`src/rtl/alu_pkg.sv`:
```
// Shared ALU opcodes, operand widths and multiply-sequencer state encoding.
package alu_pkg;

   localparam int unsigned DATA_W = 32;
   localparam int unsigned OP_W   = 4;
   localparam int unsigned CNT_W  = 6;

   localparam logic [OP_W-1:0] ALU_ADD = 4'b0000;
   localparam logic [OP_W-1:0] ALU_SUB = 4'b0001;
   localparam logic [OP_W-1:0] ALU_AND = 4'b0010;
   localparam logic [OP_W-1:0] ALU_OR  = 4'b0011;
   localparam logic [OP_W-1:0] ALU_XOR = 4'b0100;
   localparam logic [OP_W-1:0] ALU_SLL = 4'b0110;
   localparam logic [OP_W-1:0] ALU_SRL = 4'b0111;

   typedef enum logic [2:0] {
      ST_IDLE,
      ST_ITER,
      ST_ADD,
      ST_SHA,
      ST_SHB,
      ST_DONE
   } seq_state_e;

   typedef struct packed {
      logic [DATA_W-1:0] a;
      logic [DATA_W-1:0] b;
      logic [OP_W-1:0]   op;
   } alu_drive_t;

endpackage

```
`src/rtl/alu_mul_sequencer.sv`:
```
// Unsigned shift-and-add multiplier that borrows an external shared ALU for all arithmetic.
// Build option: ALU_MUL_SEQ_EARLY_EXIT_EN stops iterating once the remaining multiplier is zero.
module alu_mul_sequencer
   import alu_pkg::*;
#(
   parameter int unsigned ITER_COUNT = 32
) (
   input  logic              clk,
   input  logic              reset_n,
   input  logic              start,
   input  logic [DATA_W-1:0] op_a,
   input  logic [DATA_W-1:0] op_b,
   output logic              busy,
   output logic              done,
   output logic [DATA_W-1:0] result,
   output logic [DATA_W-1:0] alu_a,
   output logic [DATA_W-1:0] alu_b,
   output logic [OP_W-1:0]   alu_op,
   input  logic [DATA_W-1:0] alu_out
);

   seq_state_e        state, state_nxt;
   logic [DATA_W-1:0] mcand, mcand_nxt;
   logic [DATA_W-1:0] mplier, mplier_nxt;
   logic [DATA_W-1:0] prod, prod_nxt;
   logic [DATA_W-1:0] result_nxt;
   logic [CNT_W-1:0]  cnt, cnt_nxt;
   alu_drive_t        drv_nxt;
   logic              terminate;

   always_comb begin
      terminate = (cnt == CNT_W'(ITER_COUNT));
`ifdef ALU_MUL_SEQ_EARLY_EXIT_EN
      terminate = terminate || (mplier == '0);
`else
      terminate = terminate || 1'b0;
`endif
   end

   // Next state, datapath updates, and the ALU drive for the state being entered.
   always_comb begin
      state_nxt  = state;
      mcand_nxt  = mcand;
      mplier_nxt = mplier;
      prod_nxt   = prod;
      cnt_nxt    = cnt;
      result_nxt = result;
      drv_nxt    = '{a: '0, b: '0, op: ALU_ADD};

      case (state)
         ST_IDLE: begin
            if (start) begin
               mcand_nxt  = op_a;
               mplier_nxt = op_b;
               prod_nxt   = '0;
               cnt_nxt    = '0;
               state_nxt  = ST_ITER;
            end
         end
         ST_ITER: begin
            if (terminate) begin
               result_nxt = prod;
               state_nxt  = ST_DONE;
            end else if (mplier[0]) begin
               state_nxt = ST_ADD;
            end else begin
               state_nxt = ST_SHA;
            end
         end
         ST_ADD: begin
            prod_nxt  = alu_out;
            state_nxt = ST_SHA;
         end
         ST_SHA: begin
            mcand_nxt = alu_out;
            state_nxt = ST_SHB;
         end
         ST_SHB: begin
            mplier_nxt = alu_out;
            cnt_nxt    = cnt + CNT_W'(1);
            state_nxt  = ST_ITER;
         end
         ST_DONE: state_nxt = ST_IDLE;
         default: state_nxt = ST_IDLE;
      endcase

      // Drives are registered, so they are computed from the values valid in the next state.
      case (state_nxt)
         ST_ADD: drv_nxt = '{a: prod_nxt,   b: mcand_nxt,         op: ALU_ADD};
         ST_SHA: drv_nxt = '{a: mcand_nxt,  b: DATA_W'(1),        op: ALU_SLL};
         ST_SHB: drv_nxt = '{a: mplier_nxt, b: DATA_W'(1),        op: ALU_SRL};
         default: drv_nxt = '{a: '0,        b: '0,                op: ALU_ADD};
      endcase
   end

   always_ff @(posedge clk or negedge reset_n) begin
      if (!reset_n) begin
         state  <= ST_IDLE;
         mcand  <= '0;
         mplier <= '0;
         prod   <= '0;
         cnt    <= '0;
         result <= '0;
         busy   <= 1'b0;
         done   <= 1'b0;
         alu_a  <= '0;
         alu_b  <= '0;
         alu_op <= ALU_ADD;
      end else begin
         state  <= state_nxt;
         mcand  <= mcand_nxt;
         mplier <= mplier_nxt;
         prod   <= prod_nxt;
         cnt    <= cnt_nxt;
         result <= result_nxt;
         busy   <= (state_nxt != ST_IDLE);
         done   <= (state_nxt == ST_DONE);
         alu_a  <= drv_nxt.a;
         alu_b  <= drv_nxt.b;
         alu_op <= drv_nxt.op;
      end
   end

endmodule

```
`config.mk`:
```
export PLATFORM = sky130hd
export DESIGN_NAME = alu_mul_sequencer
export DESIGN_NICKNAME = d
export VERILOG_FILES = /design/src/rtl/alu_pkg.sv /design/src/rtl/alu_mul_sequencer.sv
export SDC_FILE = /design/constraint.sdc
export NUM_CORES = 1
export LEC_CHECK = 0
export ABC_AREA = 1
export CORE_MARGIN = 2
export CORE_UTILIZATION = 30
export CTS_CLUSTER_SIZE = 20
export DETAILED_ROUTE_END_ITERATION = 10
export PLACE_DENSITY = 0.53
export REMOVE_ABC_BUFFERS = 1
export SLEW_MARGIN = 0
export SYNTH_ARGS = -nofsm -noshare
export SYNTH_HDL_FRONTEND = slang
export SYNTH_SLANG_ARGS = --single-unit
```
`constraint.sdc`:
```
create_clock -name clk -period 4.4 [get_ports clk]
set_input_delay 0.88 -clock clk [delete_from_list [all_inputs] [get_ports clk]]
set_output_delay 0.88 -clock clk [all_outputs]
set_load 0.05 [all_outputs]
```
==> impl_metrics.tcl <==
set metrics [dict create \
    area_delta_synth_final_pct 31.9 \
    grt_max_degree 87 \
    grt_pass1_vias 8411 \
    finalHoldViolations 0 \
    worstSetupPathType "reg2reg" \
    cts_tree "done" \
    io_pins 201 \
    path_clk_slew_ps 60 \
    worst-path-buf-inv 1 \
    fin_worst_skew_ps 14.0 \
    power_density_mw_per_mm2 838 \
    end_kind "flip-flop" \
    port_buffers 199 \
    final_antenna_net_count 0 \
    vias 8255 \
    cap_viol_max_count 0 \
    vias_per_cell 4.86 \
    crit_top_cell "nor2_1" \
    synth_area_sq_mm 0.00941 \
    die_y_microns 181 \
    slew_viol_final 0 \
    track_usage 0.190 \
    path_delay_family "simple AND/OR/NAND/NOR gates" \
    fp.dieW_microns 181 \
    ctsResizeCount 0 \
    path_depth 7 \
    synthTopCellsByArea "dfrtp_1 55%, nand2_1 11%, nand3_1 11%, o21ai_0 6.5%, inv_1 5.6%" \
    crit_arrival_ps 3360 \
    grt_pass1_wl_microns 49300 \
    crit_required_ps 4770 \
    fillers 3163 \
    cts_buffers 25 \
    max_freq_ghz 0.335 \
    n_antenna_cell 0 \
    drt-total-wl_microns 30800 \
    clock_path_buffers 3 \
    coreArea_sq_mm 0.0307 \
    synth_cell_types 28 \
    cts.sinks 205 \
    cp_max_fo 63 \
    place_congestion 0.771 \
    initial_core_util 0.306 \
    avgSynthCellArea_sq_um 8.35 \
    nNetsFinal 1389 \
    root_buffer "clkbuf_16" \
    placed_area_sq_mm 0.0116 \
    post_cts_buffers 0 \
    rsz0062_at_grt "no" \
    antenna_found_initial 4 \
    yosysTopAreaCellShare 0.545 \
    tns_ps 0 \
    worst_pin_slew_ps 1110 \
    synth_area_leader_cell "dfrtp_1" \
    drt_iter0_drc 800 \
    postCtsHoldBufs 0 \
    place_hpwl_microns 18600 \
    leakagePower_uw 0.00610 \
    clkLatencyLatePin_ps 520 \
    wire_per_inst_microns 18.1 \
    setup_viol 0 \
    drtPass1Iterations 5 \
    drc 0 \
    final_common_cell "nand2_1" \
    status "complete, no violations" \
    worstRegToRegCells 7 \
    yosysWarningCount 0 \
    path_cells "inv_4, nand3_4, nor2_1, nor2_1, nand3_2, nand2_1, nand3_1" \
    final_cell_mix "270 x nand2_1, 203 x dfrtp_1, 199 x nand3_1, 197 x clkdlybuf4s50_1, 141 x inv_1" \
    final_cell_area_sq_mm 0.0124 \
    hp-class "in2async" \
    synth_cells 1127 \
    fin_crit_ps 2980 \
    startpoint_type "flip-flop" \
    slowest_stage "nand3_2" \
    ir_drop_v 0.000447 \
    slew_headroom 0.259 \
    yosysSeqAreaShare 0.545 \
    slowest_delay_ps 850 \
    dieArea_sq_mm 0.0328 \
    drive_gt1_frac 0.0584 \
    ys_ff_latch 205 \
    rows 64 \
    cts_max_level 1 \
    min_period_over_period 0.678 \
    grt_overflow_total 0 \
]
cell usage after synthesis:
master and n:
nor2_1 8, o21ai_0 122, dfrtp_1 205, o21ai_4 2
ha_1 2, a21oi_1 3, clkbuf_1 36, conb_1 1
nand3_2 1, clkbuf_2 1, nand2_1 271, nand3_4 1
nand4_1 32, o31ai_1 1, inv_4 1, o21ai_1 10
o32ai_1 1, nor2_4 2, nor2_2 3, buf_1 4
and3_1 31, inv_2 4, nand2_2 4, nand3_1 199
buf_6 11, buf_4 7, buf_2 23, inv_1 141
worst paths after layout:
kind                                  from         end  slack (ps)
worst max-delay path              state[2]    alu_b[0]        1420
min in group clk                result[25]  result[25]         470
max in group asynchronous          reset_n     prod[4]        2870
worst min register to register  result[25]  result[25]         470
worst max register to register    state[2]    alu_b[0]        1420
worst min-delay path               reset_n   alu_b[28]         300
power breakdown:
part           internal, uW  total [uW]  switching, uW  leakage (uW)
Sequential             2660        3080            421       0.00270
Clock                  1190        1980            788      0.000381
Combinational          1510        5350           3840       0.00302
Total                  5360       10400           5050       0.00610
cell families after synthesis:
logic type	after synthesis	synth area share
AO/OA/AOI/OAI	139	0.0770
adder cells (fa/ha/maj)	2	0.00266
buffers and inverters	228	0.106
flip-flops	205	0.545
other	1	0.000398
AND/OR/NAND/NOR	552	0.269
metal layers:
layer	routed length, microns	vias up	track usage
met5	12	-	0
met4	420	2	0.0390
met3	2120	36	0.0335
met2	14000	302	0.302
met1	14200	3943	0.273
li1	-	3972	-
layout make-up:
class	instances	area, sq um	area share
clock buffers	37	731	0.0589
clock inverters	3	43.8	0.00353
flip-flops and latches	205	5130	0.414
well taps	396	495	0.0399
inverters	146	551	0.0444
multi-input cells	694	3310	0.267
repair buffers	216	2150	0.173
state kept, by name, indices dropped and copies added (netlist names):
| name | cells |
|---|---|
| cnt | 6 |
| alu_op | 2 |
| done | 1 |
| alu_b | 32 |
| state | 3 |
| alu_a | 32 |
| mcand | 32 |
| result | 32 |
| prod | 32 |
| busy | 1 |
| mplier | 32 |
through the flow:
step	setup WS (ps)	std cells	util	total power, uW	hold WS [ps]
finish	1420	1697	0.404	10400	297
global route	1330	1697	0.404	11100	319
CTS	1560	1697	0.404	10500	293
detailed placement	1520	1657	0.378	8490	457
global placement	1570	1657	0.378	8400	457
floorplan	835	1045	-	6280	441
No activity file was read; power rests on OpenSTA's default activity.
